File: src/rtl/riscv_ctrl_pkg.sv
// Shared types and encodings for the multicycle RV32I control FSM.
// The optional illegal-opcode halt is enabled by the macro CTRL_ILLEGAL_HALT_EN.
package riscv_ctrl_pkg;

  typedef enum logic [3:0] {
    S_FETCH, S_DECODE, S_MEMADR, S_MEMREAD, S_MEMWB, S_MEMWRITE,
    S_EXECR, S_EXECI, S_LUIX, S_ALUWB, S_JAL, S_JALRADR, S_JALR,
    S_BRANCH, S_HALT
  } state_t;

  // Which kind of ALU operation the current state needs.
  typedef enum logic [1:0] {CLS_ADD, CLS_SUB, CLS_R, CLS_I} alu_cls_t;

  localparam logic [6:0] OP_LOAD   = 7'b0000011;
  localparam logic [6:0] OP_STORE  = 7'b0100011;
  localparam logic [6:0] OP_R      = 7'b0110011;
  localparam logic [6:0] OP_I      = 7'b0010011;
  localparam logic [6:0] OP_LUI    = 7'b0110111;
  localparam logic [6:0] OP_AUIPC  = 7'b0010111;
  localparam logic [6:0] OP_JAL    = 7'b1101111;
  localparam logic [6:0] OP_JALR   = 7'b1100111;
  localparam logic [6:0] OP_BRANCH = 7'b1100011;

  localparam logic [3:0] ALU_ADD  = 4'b0000;
  localparam logic [3:0] ALU_SUB  = 4'b0001;
  localparam logic [3:0] ALU_AND  = 4'b0010;
  localparam logic [3:0] ALU_OR   = 4'b0011;
  localparam logic [3:0] ALU_XOR  = 4'b0100;
  localparam logic [3:0] ALU_SLT  = 4'b0101;
  localparam logic [3:0] ALU_SLTU = 4'b0110;
  localparam logic [3:0] ALU_SLL  = 4'b0111;
  localparam logic [3:0] ALU_SRL  = 4'b1000;
  localparam logic [3:0] ALU_SRA  = 4'b1001;

  localparam logic       ADR_PC        = 1'b0;
  localparam logic       ADR_RESULT    = 1'b1;
  localparam logic [1:0] RES_ALUOUT    = 2'b00;
  localparam logic [1:0] RES_DATA      = 2'b01;
  localparam logic [1:0] RES_ALURESULT = 2'b10;
  localparam logic [1:0] SRCA_PC       = 2'b00;
  localparam logic [1:0] SRCA_OLDPC    = 2'b01;
  localparam logic [1:0] SRCA_RD1      = 2'b10;
  localparam logic [1:0] SRCA_ZERO     = 2'b11;
  localparam logic [1:0] SRCB_WDATA    = 2'b00;
  localparam logic [1:0] SRCB_IMM      = 2'b01;
  localparam logic [1:0] SRCB_FOUR     = 2'b10;

  // Branch resolution from the flags of rs1 - rs2.
  function automatic logic branch_taken(input logic [2:0] funct3,
                                        input logic zero, input logic negative,
                                        input logic carryout, input logic overflow);
    logic taken;
    case (funct3)
      3'b000:  taken = zero;
      3'b001:  taken = !zero;
      3'b100:  taken = negative ^ overflow;
      3'b101:  taken = !(negative ^ overflow);
      3'b110:  taken = !carryout;
      3'b111:  taken = carryout;
      default: taken = 1'b0;
    endcase
    return taken;
  endfunction

endpackage

File: src/rtl/mc_control_fsm_alu_decoder.sv
// ALU operation decode from the state class and the instruction function fields.
module alu_decoder
  import riscv_ctrl_pkg::*;
(
  input  alu_cls_t   i_cls,
  input  logic [2:0] i_funct3,
  input  logic       i_funct7_5,
  output logic [3:0] o_alu_ctrl
);

  // R and I types share the funct3 map; only R-type may turn funct3=000 into SUB.
  always_comb begin
    o_alu_ctrl = ALU_ADD;
    case (i_cls)
      CLS_ADD: o_alu_ctrl = ALU_ADD;
      CLS_SUB: o_alu_ctrl = ALU_SUB;
      default: begin
        case (i_funct3)
          3'b000:  o_alu_ctrl = (i_cls == CLS_R && i_funct7_5) ? ALU_SUB : ALU_ADD;
          3'b001:  o_alu_ctrl = ALU_SLL;
          3'b010:  o_alu_ctrl = ALU_SLT;
          3'b011:  o_alu_ctrl = ALU_SLTU;
          3'b100:  o_alu_ctrl = ALU_XOR;
          3'b101:  o_alu_ctrl = i_funct7_5 ? ALU_SRA : ALU_SRL;
          3'b110:  o_alu_ctrl = ALU_OR;
          default: o_alu_ctrl = ALU_AND;
        endcase
      end
    endcase
  end

endmodule

File: src/rtl/mc_control_fsm.sv
// Multicycle control FSM for the RV32I datapath.
// Define CTRL_ILLEGAL_HALT_EN to trap unknown opcodes into HALT with a sticky flag;
// otherwise unknown opcodes retire as NOPs.
//
// state    | meaning
// FETCH    | read instr at PC, PC <= PC+4
// DECODE   | ALUOut <= OldPC+imm, dispatch on opcode
// MEMADR   | rs1+imm for load/store
// MEMREAD  | read data memory at ALUOut
// MEMWB    | rd <= Data
// MEMWRITE | write rs2 to memory at ALUOut
// EXECR    | rs1 op rs2
// EXECI    | rs1 op imm
// LUIX     | 0+imm
// ALUWB    | rd <= ALUOut
// JAL      | PC <= ALUOut, ALU computes OldPC+4
// JALRADR  | rs1+imm
// JALR     | PC <= ALUOut, ALU computes OldPC+4
// BRANCH   | compare rs1-rs2, PC <= ALUOut if taken
// HALT     | stopped until reset
module mc_control_fsm
  import riscv_ctrl_pkg::*;
(
  input  logic        clk,
  input  logic        reset,
  input  logic [31:0] Instr,
  input  logic        zero,
  input  logic        negative,
  input  logic        carryout,
  input  logic        overflow,
  output logic        pc_write,
  output logic        AdrSrc,
  output logic        MemWrite,
  output logic        IRWrite,
  output logic [1:0]  ResultSrc,
  output logic [3:0]  ALUControl,
  output logic [1:0]  ALUSrca,
  output logic [1:0]  ALUSrcb,
  output logic        RegWrite,
  output logic        instr_done,
  output logic        illegal
);

  state_t     r_state, w_next;
  alu_cls_t   w_cls;
  logic       w_pc_write, w_adr_src, w_mem_write, w_ir_write, w_reg_write, w_done;
  logic [1:0] w_result_src, w_srca, w_srcb;
  logic [3:0] w_alu_ctrl;
  logic [6:0] w_opcode;
  logic [2:0] w_funct3;
  logic       w_unused_instr;

  assign w_opcode       = Instr[6:0];
  assign w_funct3       = Instr[14:12];
  assign w_unused_instr = ^{Instr[31], Instr[29:15], Instr[11:7]};

  alu_decoder u_alu_decoder (
    .i_cls      (w_cls),
    .i_funct3   (w_funct3),
    .i_funct7_5 (Instr[30]),
    .o_alu_ctrl (w_alu_ctrl)
  );

  // State register; reset parks the machine in FETCH.
  always_ff @(posedge clk or negedge reset) begin
    if (!reset) r_state <= S_FETCH;
    else        r_state <= w_next;
  end

`ifdef CTRL_ILLEGAL_HALT_EN
  logic r_illegal, w_set_illegal;

  // Sticky illegal flag, cleared only by reset.
  always_ff @(posedge clk or negedge reset) begin
    if (!reset)             r_illegal <= 1'b0;
    else if (w_set_illegal) r_illegal <= 1'b1;
  end
`endif

  // Next-state and datapath controls decoded from the current state.
  always_comb begin
    w_next       = r_state;
    w_cls        = CLS_ADD;
    w_pc_write   = 1'b0;
    w_adr_src    = ADR_PC;
    w_mem_write  = 1'b0;
    w_ir_write   = 1'b0;
    w_reg_write  = 1'b0;
    w_done       = 1'b0;
    w_result_src = RES_ALUOUT;
    w_srca       = SRCA_PC;
    w_srcb       = SRCB_WDATA;
`ifdef CTRL_ILLEGAL_HALT_EN
    w_set_illegal = 1'b0;
`endif
    case (r_state)
      S_FETCH: begin
        w_ir_write   = 1'b1;
        w_srcb       = SRCB_FOUR;
        w_result_src = RES_ALURESULT;
        w_pc_write   = 1'b1;
        w_next       = S_DECODE;
      end
      S_DECODE: begin
        w_srca = SRCA_OLDPC;
        w_srcb = SRCB_IMM;
        case (w_opcode)
          OP_LOAD, OP_STORE: w_next = S_MEMADR;
          OP_R:              w_next = S_EXECR;
          OP_I:              w_next = S_EXECI;
          OP_LUI:            w_next = S_LUIX;
          OP_AUIPC:          w_next = S_ALUWB;
          OP_JAL:            w_next = S_JAL;
          OP_JALR:           w_next = S_JALRADR;
          OP_BRANCH:         w_next = S_BRANCH;
          default: begin
`ifdef CTRL_ILLEGAL_HALT_EN
            w_next        = S_HALT;
            w_set_illegal = 1'b1;
`else
            w_next = S_FETCH;
            w_done = 1'b1;
`endif
          end
        endcase
      end
      S_MEMADR, S_JALRADR: begin
        w_srca = SRCA_RD1;
        w_srcb = SRCB_IMM;
        if (r_state == S_JALRADR)      w_next = S_JALR;
        else if (w_opcode == OP_LOAD)  w_next = S_MEMREAD;
        else                           w_next = S_MEMWRITE;
      end
      S_MEMREAD: begin
        w_adr_src = ADR_RESULT;
        w_next    = S_MEMWB;
      end
      S_MEMWB: begin
        w_result_src = RES_DATA;
        w_reg_write  = 1'b1;
        w_done       = 1'b1;
        w_next       = S_FETCH;
      end
      S_MEMWRITE: begin
        w_adr_src   = ADR_RESULT;
        w_mem_write = 1'b1;
        w_done      = 1'b1;
        w_next      = S_FETCH;
      end
      S_EXECR: begin
        w_srca = SRCA_RD1;
        w_cls  = CLS_R;
        w_next = S_ALUWB;
      end
      S_EXECI: begin
        w_srca = SRCA_RD1;
        w_srcb = SRCB_IMM;
        w_cls  = CLS_I;
        w_next = S_ALUWB;
      end
      S_LUIX: begin
        w_srca = SRCA_ZERO;
        w_srcb = SRCB_IMM;
        w_next = S_ALUWB;
      end
      S_ALUWB: begin
        w_reg_write = 1'b1;
        w_done      = 1'b1;
        w_next      = S_FETCH;
      end
      S_JAL, S_JALR: begin
        w_srca     = SRCA_OLDPC;
        w_srcb     = SRCB_FOUR;
        w_pc_write = 1'b1;
        w_next     = S_ALUWB;
      end
      S_BRANCH: begin
        w_srca     = SRCA_RD1;
        w_cls      = CLS_SUB;
        w_pc_write = branch_taken(w_funct3, zero, negative, carryout, overflow);
        w_done     = 1'b1;
        w_next     = S_FETCH;
      end
      S_HALT:  w_next = S_HALT;
      default: w_next = S_FETCH;
    endcase
  end

  // Every control is held low while reset is asserted, independent of the clock.
  assign pc_write   = reset & w_pc_write;
  assign AdrSrc     = reset & w_adr_src;
  assign MemWrite   = reset & w_mem_write;
  assign IRWrite    = reset & w_ir_write;
  assign RegWrite   = reset & w_reg_write;
  assign instr_done = reset & w_done;
  assign ResultSrc  = reset ? w_result_src : 2'b00;
  assign ALUControl = reset ? w_alu_ctrl   : 4'b0000;
  assign ALUSrca    = reset ? w_srca       : 2'b00;
  assign ALUSrcb    = reset ? w_srcb       : 2'b00;
`ifdef CTRL_ILLEGAL_HALT_EN
  assign illegal    = reset & r_illegal;
`else
  assign illegal    = 1'b0;
`endif

endmodule

File: config.mk
export PLATFORM = sky130hd
export DESIGN_NAME = mc_control_fsm
export DESIGN_NICKNAME = d
export VERILOG_FILES = /design/src/rtl/riscv_ctrl_pkg.sv /design/src/rtl/mc_control_fsm_alu_decoder.sv /design/src/rtl/mc_control_fsm.sv
export SDC_FILE = /design/constraint.sdc
export NUM_CORES = 1
export LEC_CHECK = 0
export BUFFER_PORTS_ARGS = -buffer_cell sky130_fd_sc_hd__buf_4
export CAP_MARGIN = 30
export CORE_MARGIN = 4
export CORE_UTILIZATION = 40
export CTS_BUF_LIST = sky130_fd_sc_hd__clkbuf_16
export CTS_CLUSTER_SIZE = 14
export DETAILED_ROUTE_END_ITERATION = 7
export GPL_TIMING_DRIVEN = 0
export PLACE_DENSITY_LB_ADDON = 0.3
export SETUP_SLACK_MARGIN = 0.15
export SYNTH_ARGS = -nofsm -noshare
export SYNTH_HDL_FRONTEND = slang
export SYNTH_SLANG_ARGS = --single-unit
File: constraint.sdc
create_clock -name clk -period 1.4 [get_ports clk]
set_input_delay 0.07 -clock clk [delete_from_list [all_inputs] [get_ports clk]]
set_output_delay 0.07 -clock clk [all_outputs]
set_load 0.02 [all_outputs]
==> results.py, run 1 <==
metrics = {
    "synth": {
        "synth.area.top_cells": "dfrtp_1 (14%), xor2_1 (9.5%), nand2_1 (5.6%)",
        "synth-simple-area-share": 0.383,
        "syn_area_um2": 741,
        "yosysTopAreaCell": "dfrtp_1",
        "synth_top_area_share": 0.135,
        "async_flop_share": 1.00,
        "synth_xor_area_frac": 0.106,
        "synth_top_family_by_area": "simple AND/OR/NAND/NOR gates",
        "synthMuxAreaShare": 0.0152,
        "synth_edf_count": 0,
        "postSynthAreaPerCell_um2": 6.99,
        "ys_seq_area_frac": 0.135,
        "syn_inst": 106,
        "yosysUniqueCellTypes": 43,
        "synth_warnings": 0,
        "synthAdderAreaFrac": 0,
        "synth_compound_area_frac": 0.264,
        "syn_nets": 144,
        "ys.flop_type": "dfrtp_1",
        "synth-seq-cells": 4,
    },
    "cells_and_area": {
        "layout_commonest_cell": "buf_4",
        "layout-drive-gt1-share": 0.585,
        "fin_nets": 199,
        "largest_register_ffs": 4,
        "regArea_um2": 103,
        "stdcell_area_mm2": 0.00151,
        "final_core_util": 0.867,
        "reg_top3": "r_state x4",
        "multi_input_area_um2": 742,
        "final.fill_count": 103,
        "final_cell_mix": "buf_4 (30), buf_6 (22), nand2_1 (9)",
        "area_delta_synth_final_pct": 104,
        "largest-register": "r_state",
        "diodes": 0,
    },
    "setup_path": {
        "crit_path_top_delay_cell": "dfrtp_2",
        "arrival_ns": 1.67,
        "critPathKind": "flip-flop to output pin",
        "crit_path_max_fanout": 5,
        "cpPeakStageDelay_ns": 0.44,
        "crit_path_end_kind": "output pin",
        "path_cells": "buf_6 -> xor2_1 -> xnor2_1 -> o22ai_1 -> and2_1 -> buf_4",
        "cp_num_buf_inv": 2,
        "cp.required_ns": 1.33,
        "critPathLaunchType": "flip-flop",
        "cpLargestDelayFamily": "flip-flops",
    },
    "timing": {
        "max-slew-margin-rel": 0.657,
        "maxSlewViolCount": 0,
        "fin_ws_ns": -0.338,
        "worst_pin_slew_ns": 0.510,
        "fmax_mhz": 575,
        "hold_viol": 0,
        "fin_skew_ns": 0.00360,
        "rsz0062_at_grt": "true",
        "fin_crit_sh": 1.24,
        "finalSetupViolations": 19,
        "period_minus_slack_ns": 1.74,
    },
    "clock_network": {
        "numCtsBuffers": 3,
        "clockRootBuffer": "clkbuf_16",
        "clk_pin_slew_worst_paths_ns": 0.03,
        "htreeDepth": 1,
        "ctsLongestPathBuffers": 2,
        "clk-insertion-delay-late_ns": 0.23,
        "cts_tree": "done",
        "clkSinkCount": 4,
    },
    "floorplan": {
        "die_area_mm2": 0.00260,
        "die_h_um": 51.0,
        "num_io_pins": 55,
        "die_x_um": 51.0,
        "initial_utilization": 0.424,
        "rows": 15,
        "core_mm2": 0.00175,
    },
    "drt": {
        "drt_wl_total_um": 3950,
        "via_per_inst": 6.23,
        "drtIter0Drc": 85,
        "vias": 1147,
        "drc": 0,
        "wl_per_cell_um": 21.4,
        "ant_nets": 0,
        "dr.pass1.iters": 4,
    },
    "global_route": {
        "grt_max_degree": 11,
        "overflow": 0,
        "antenna_found_initial": 0,
        "gr-usage-all-layers": 0.226,
        "grt_pass1_vias": 987,
        "grt_pass1_wl_um": 4510,
    },
    "place": {
        "dp_hpwl_um": 1700,
        "gp_congestion": 0.838,
        "port_buffers": 30,
        "post-place-ws_ns": -0.203,
        "postPlaceCellArea_mm2": 0.00106,
    },
    "worst_hold_path": {
        "hold_class": "input port to flip-flop",
    },
    "pwr": {
        "p_total_uw": 1840,
        "sw_frac_of_total": 0.405,
        "power_density_mw_per_mm2": 1220,
        "switchingPower_uw": 747,
        "clkPwrFrac": 0.247,
        "combPwrFrac": 0.668,
        "vdd_drop_max_uv": 1200,
        "leakage_uw": 0.000710,
        "pwr-share-seq": 0.085,
        "p_int_uw": 1100,
    },
    "job": {
        "drv_cap": 0,
    },
    "status": {
        "violations": "negative setup slack",
        "status": "finished with violations",
    },
}
## worst reg2reg max path, stage by stage, from the launching register on
cell and delay, ns:
dfrtp_2 0.46, buf_6 0.17, and2b_2 0.22, buf_6 0.13, a311oi_1 0.36, o21ai_1 0.14, nand2_1 0.10
## final cells by class
cell class	count	area share
inverter	3	0.0107
timing repair buffer	50	0.302
tap	25	0.0207
clock buffer	3	0.0496
multi-input combinational	89	0.490
buffer	10	0.0587
sequential	4	0.0678
## metal layers
| metal | vias to the layer above | global-route usage | routed length (um) |
|---|---|---|---|
| met5 | - | 0 | 0 |
| met4 | 0 | 0.0448 | 178 |
| met3 | 24 | 0.0554 | 368 |
| met2 | 97 | 0.393 | 1830 |
| met1 | 541 | 0.281 | 1570 |
| li1 | 485 | - | - |
## power groups by stage
stage | logic (uW) | registers [uW] | clock network (uW)
floorplan | 587 | 151 | 0
detailed placement | 823 | 153 | 0
CTS | 1020 | 152 | 448
global placement | 813 | 153 | 0
global route | 1270 | 159 | 472
finish | 1230 | 157 | 456
## timing repair
| action | CTS | global route |
|---|---|---|
| hold buffers | 1 | 0 |
| setup endpoints to repair | 20 | 20 |
| setup buffers | 10 | 6 |
| pin swaps | 12 | 6 |
| gates cloned | 1 | 2 |
| endpoints found under the hold margin | 4 | 0 |
| resized for setup | 33 | 25 |
## synthesized netlist by cell type, types with 2 or more instances
library cell and instances:
nand2_1 11, nor2_1 9, xor2_1 8, buf_2 6
a21oi_1 5, nand2b_1 5, nor3_1 5, o21ai_0 5
dfrtp_1 4, buf_4 3, inv_1 3, nor2b_1 3
a21o_1 2, and2_1 2, and2b_1 2, nand3_1 2
nand3b_1 2, o211ai_1 2, o22ai_1 2, or4_1 2
## per-stage QoR
step | instances | hold WS, ns | setup TNS, ns
6_report | 184 | 0.193 | -3.73
5_1_grt | 184 | 0.232 | -4.58
4_1_cts | 176 | 0.185 | -1.72
3_5_place_dp | 161 | -0.102 | -0.423
3_3_place_gp | 161 | -0.106 | -0.433
2_1_floorplan | 106 | -0.226 | -0.0334
## worst paths after layout
path	end	from	slack, ns	cells after the start
worst max-delay path	ALUSrcb[0]	r_state[3]	-0.34	6
worst max register to register	r_state[2]	r_state[3]	-0.25	6
worst min-delay path	r_state[2]	Instr[2]	0.19	4
max in group asynchronous	r_state[1]	reset	0.85	2
min in group asynchronous	r_state[0]	reset	0.34	2
worst min register to register	r_state[2]	r_state[1]	0.81	4
## logic make-up after synthesis
| group | Yosys count |
|---|---|
| AOI/OAI and AO/OA | 28 |
| muxes | 1 |
| and+or+nand+nor | 50 |
| buffers and inverters | 13 |
| other | 1 |
| xor gates and xnor gates | 9 |
| DFF | 4 |
No activity file was read; power rests on OpenSTA's default activity.
==> inputs of run 2 (changes only) <==
--- a/config.mk
+++ b/config.mk
@@ -5,13 +5,13 @@
 export SDC_FILE = /design/constraint.sdc
 export NUM_CORES = 1
 export LEC_CHECK = 0
-export BUFFER_PORTS_ARGS = -buffer_cell sky130_fd_sc_hd__buf_4
 export CAP_MARGIN = 30
 export CORE_MARGIN = 4
-export CORE_UTILIZATION = 40
+export CORE_UTILIZATION = 54
 export CTS_BUF_LIST = sky130_fd_sc_hd__clkbuf_16
 export CTS_CLUSTER_SIZE = 14
 export DETAILED_ROUTE_END_ITERATION = 7
+export DONT_BUFFER_PORTS = 1
 export GPL_TIMING_DRIVEN = 0
 export PLACE_DENSITY_LB_ADDON = 0.3
 export SETUP_SLACK_MARGIN = 0.15
==> results.py, run 2 <==
metrics = {
    "clock_network": {
        "clockRootBuffer": "clkbuf_16",
        "htreeDepth": 1,
        "ctsLongestPathBuffers": 2,
        "numCtsBuffers": 3,
        "clkSinkCount": 4,
    },
    "place": {
        "dp_hpwl_um": 1600,
        "gp_congestion": 0.858,
        "port_buffers": 0,
    },
    "synth": {
        "yosysTopAreaCell": "dfrtp_1",
        "syn_inst": 106,
        "postSynthAreaPerCell_um2": 6.99,
        "yosysUniqueCellTypes": 43,
        "ys_seq_area_frac": 0.135,
        "synth_edf_count": 0,
        "synth-seq-cells": 4,
        "async_flop_share": 1.00,
        "synth_commonest_cells": "nand2_1 (11), nor2_1 (9), xor2_1 (8)",
        "syn_nets": 144,
        "syn_area_um2": 741,
        "synth.most_common_cell": "nand2_1",
        "ys.flop_type": "dfrtp_1",
        "synth_warnings": 0,
        "synth.area.top_cells": "dfrtp_1 (14%), xor2_1 (9.5%), nand2_1 (5.6%)",
        "synth_top_area_share": 0.135,
    },
    "status": {
        "status": "did not finish",
        "tool.error": "[ERROR DPL-0038] Utilization greater than 100%, impossible to legalize",
        "haltStage": "5_1_grt",
    },
    "floorplan": {
        "die_x_um": 45.0,
        "die_h_um": 45.0,
        "num_io_pins": 55,
        "rows": 13,
        "initial_utilization": 0.569,
    },
    "timing": {
        "repair-timing-grt-worst-ep": "instr_done",
        "worst_path_end_type": "output port",
    },
    "global_route": {
        "grt_max_degree": 11,
    },
}
[run 2: cell counts after synthesis]
Identical to the previous run, type by type.
[run 2: repair_timing]
item | CTS
setup endpoints to repair | 20
setup buffers | 13
hold buffers | 1
resized for setup | 46
cloned | 0
pin swaps | 14
hold endpoints to repair | 4
[run 2: logic make-up after synthesis]
group	count (synthesis)	synth area share
compound gates	28	0.264
xor+xnor	9	0.106
buf+inv	13	0.0912
flops	4	0.135
mux	1	0.0152
other cells	1	0.00506
simple gates	50	0.383
[run 2: per-stage QoR]
| stage | TNS, ns | worst slack (ns) | cells | instance area [um^2] |
|---|---|---|---|---|
| floorplan | -0.0334 | -0.0334 | 106 | 805 |
| global placement | -0.247 | -0.135 | 121 | 823 |
| detailed placement | -0.278 | -0.136 | 121 | 823 |
| CTS | -1.52 | -0.240 | 138 | 1160 |
==> inputs of run 3 (changes only) <==
--- a/config.mk
+++ b/config.mk
@@ -6,15 +6,12 @@
 export NUM_CORES = 1
 export LEC_CHECK = 0
 export CAP_MARGIN = 30
-export CORE_MARGIN = 4
-export CORE_UTILIZATION = 54
-export CTS_BUF_LIST = sky130_fd_sc_hd__clkbuf_16
-export CTS_CLUSTER_SIZE = 14
+export CORE_AREA = 4 4 65 67
 export DETAILED_ROUTE_END_ITERATION = 7
+export DIE_AREA = 0 0 69 71
 export DONT_BUFFER_PORTS = 1
 export GPL_TIMING_DRIVEN = 0
-export PLACE_DENSITY_LB_ADDON = 0.3
-export SETUP_SLACK_MARGIN = 0.15
+export PLACE_DENSITY_LB_ADDON = 0.15
 export SYNTH_ARGS = -nofsm -noshare
 export SYNTH_HDL_FRONTEND = slang
 export SYNTH_SLANG_ARGS = --single-unit
==> results.py, run 3 (synthesis gave the netlist of run 1 again) <==
metrics = {
    "setup_path": {
        "cp.required_ns": 1.33,
        "critPathLaunchType": "flip-flop",
        "crit_path_max_fanout": 6,
        "crit_path_end_kind": "output pin",
        "critPathKind": "flip-flop to output pin",
        "reg2regPathDepth": 5,
        "arrival_ns": 1.57,
    },
    "timing": {
        "fin_ws_ns": -0.238,
        "maxSlewViolCount": 0,
        "rsz0062_at_grt": "true",
        "worst_pin_slew_ns": 0.550,
        "fin_crit_sh": 1.17,
        "period_minus_slack_ns": 1.64,
        "holdWs_ns": 0.0465,
        "max-slew-margin-rel": 0.629,
        "finalSetupViolations": 9,
        "fmax_mhz": 611,
        "hold_viol": 0,
        "fin_skew_ns": 0.00135,
    },
    "cells_and_area": {
        "layout_commonest_cell": "buf_4",
        "layout-drive-gt1-share": 0.500,
        "layout.cells.non_filler": 168,
        "largest_register_ffs": 4,
        "final_cell_mix": "buf_4 (11), nand2_1 (9), nor2_1 (6), xor2_1 (6), buf_6 (5)",
        "diodes": 0,
        "stdcell_area_mm2": 0.00118,
        "largest-register": "r_state",
        "fin_nets": 160,
        "area_delta_synth_final_pct": 59.8,
        "reg_top3": "r_state x4",
    },
    "place": {
        "port_buffers": 0,
        "dp.cells": 154,
        "gp_congestion": 0.831,
        "post-place-ws_ns": -0.190,
        "dp_hpwl_um": 1880,
        "postPlaceCellArea_um2": 816,
    },
    "clock_network": {
        "clockRootBuffer": "clkbuf_8",
        "ctsLongestPathBuffers": 2,
        "clk_pin_slew_worst_paths_ns": 0.03,
        "clk-insertion-delay-late_ns": 0.21,
        "clkSinkCount": 4,
        "numCtsBuffers": 3,
        "htreeDepth": 1,
        "cts_tree": "done",
    },
    "global_route": {
        "overflow": 0,
        "met1_usage": 0.126,
        "use_met3": 0.0284,
        "grt_pass1_wl_um": 4200,
        "top_usage_layer": "met2",
        "grt_max_degree": 11,
        "use_met2": 0.181,
        "antenna_found_initial": 0,
        "grt_pass1_vias": 866,
        "gr-usage-all-layers": 0.104,
    },
    "drt": {
        "vias": 844,
        "via_per_inst": 5.02,
        "wl_per_cell_um": 15.6,
        "drt_wl_total_um": 2630,
        "ant_nets": 0,
        "drc": 0,
        "dr.pass1.iters": 4,
        "drtIter0Drc": 17,
    },
    "pwr": {
        "power_density_mw_per_mm2": 1100,
        "leakage_uw": 0.000473,
        "vdd_drop_max_uv": 539,
    },
    "floorplan": {
        "core_mm2": 0.00363,
        "die_h_um": 71,
        "num_io_pins": 55,
        "rows": 22,
        "die_area_mm2": 0.00490,
        "initial_utilization": 0.204,
        "die_x_um": 69,
    },
    "status": {
        "status": "finished with violations",
        "violations": "negative setup slack",
    },
    "worst_hold_path": {
        "hold_depth": 3,
        "hold_class": "input port to flip-flop",
    },
    "job": {
        "drv_cap": 0,
    },
}
==> run 3: what timing repair did <==
action | in CTS | in global routing
gates resized for setup | 48 | 16
pin swaps | 13 | 11
endpoints found under the hold margin | 4 | 0
buffers inserted | 8 | 2
setup endpoints to repair | 17 | 19
hold buffers | 1 | 0
==> run 3: area by class of cell <==
type | instances | area [um^2]
inverters | 3 | 15.0
repair buffers | 11 | 88.8
plain buffers | 10 | 96.3
well taps | 48 | 60.1
flip-flops and latches | 4 | 103
multi-input cells | 89 | 779
fillers | 401 | 2450
clock buffers | 3 | 41.3
==> run 3: layer usage <==
metal  part of all wire  vias to the layer above
met5                  0                        -
met4                  0                        0
met3              0.061                        0
met2               0.51                       26
met1               0.42                      409
li1                   -                      409
==> run 3: report_power, final <==
| group | switching [uW] | total (uW) | internal (uW) | leakage (uW) |
|---|---|---|---|---|
| Combinational | 500 | 909 | 409 | 0.000402 |
| Clock | 55.4 | 238 | 183 | 0.0000216 |
| Sequential | 16.4 | 154 | 138 | 0.0000496 |
| Total | 572 | 1300 | 730 | 0.000473 |
==> run 3: worst max-delay path: stages (launching register included) <==
cell	delay (ns)
dfrtp_2	0.45
buf_6	0.15
or4_4	0.54
o21ai_4	0.21
==> run 3: final timing paths <==
check | from | end | slack [ns]
worst max-delay path | r_state[3] | instr_done | -0.24
max in group asynchronous | reset | r_state[1] | 1.08
worst max register to register | r_state[2] | r_state[1] | 0.01
min in group asynchronous | reset | r_state[2] | 0.13
worst min register to register | r_state[2] | r_state[1] | 0.74
worst min-delay path | Instr[2] | r_state[2] | 0.05
==> run 3: through the flow <==
| step | utilization | power, uW | setup TNS, ns |
|---|---|---|---|
| 2_1_floorplan | - | 675 | -0.0334 |
| 3_3_place_gp | 0.225 | 777 | -1.16 |
| 3_5_place_dp | 0.225 | 777 | -0.998 |
| 4_1_cts | 0.302 | 1240 | -1.38 |
| 5_1_grt | 0.326 | 1380 | -2.00 |
| 6_report | 0.326 | 1300 | -1.15 |
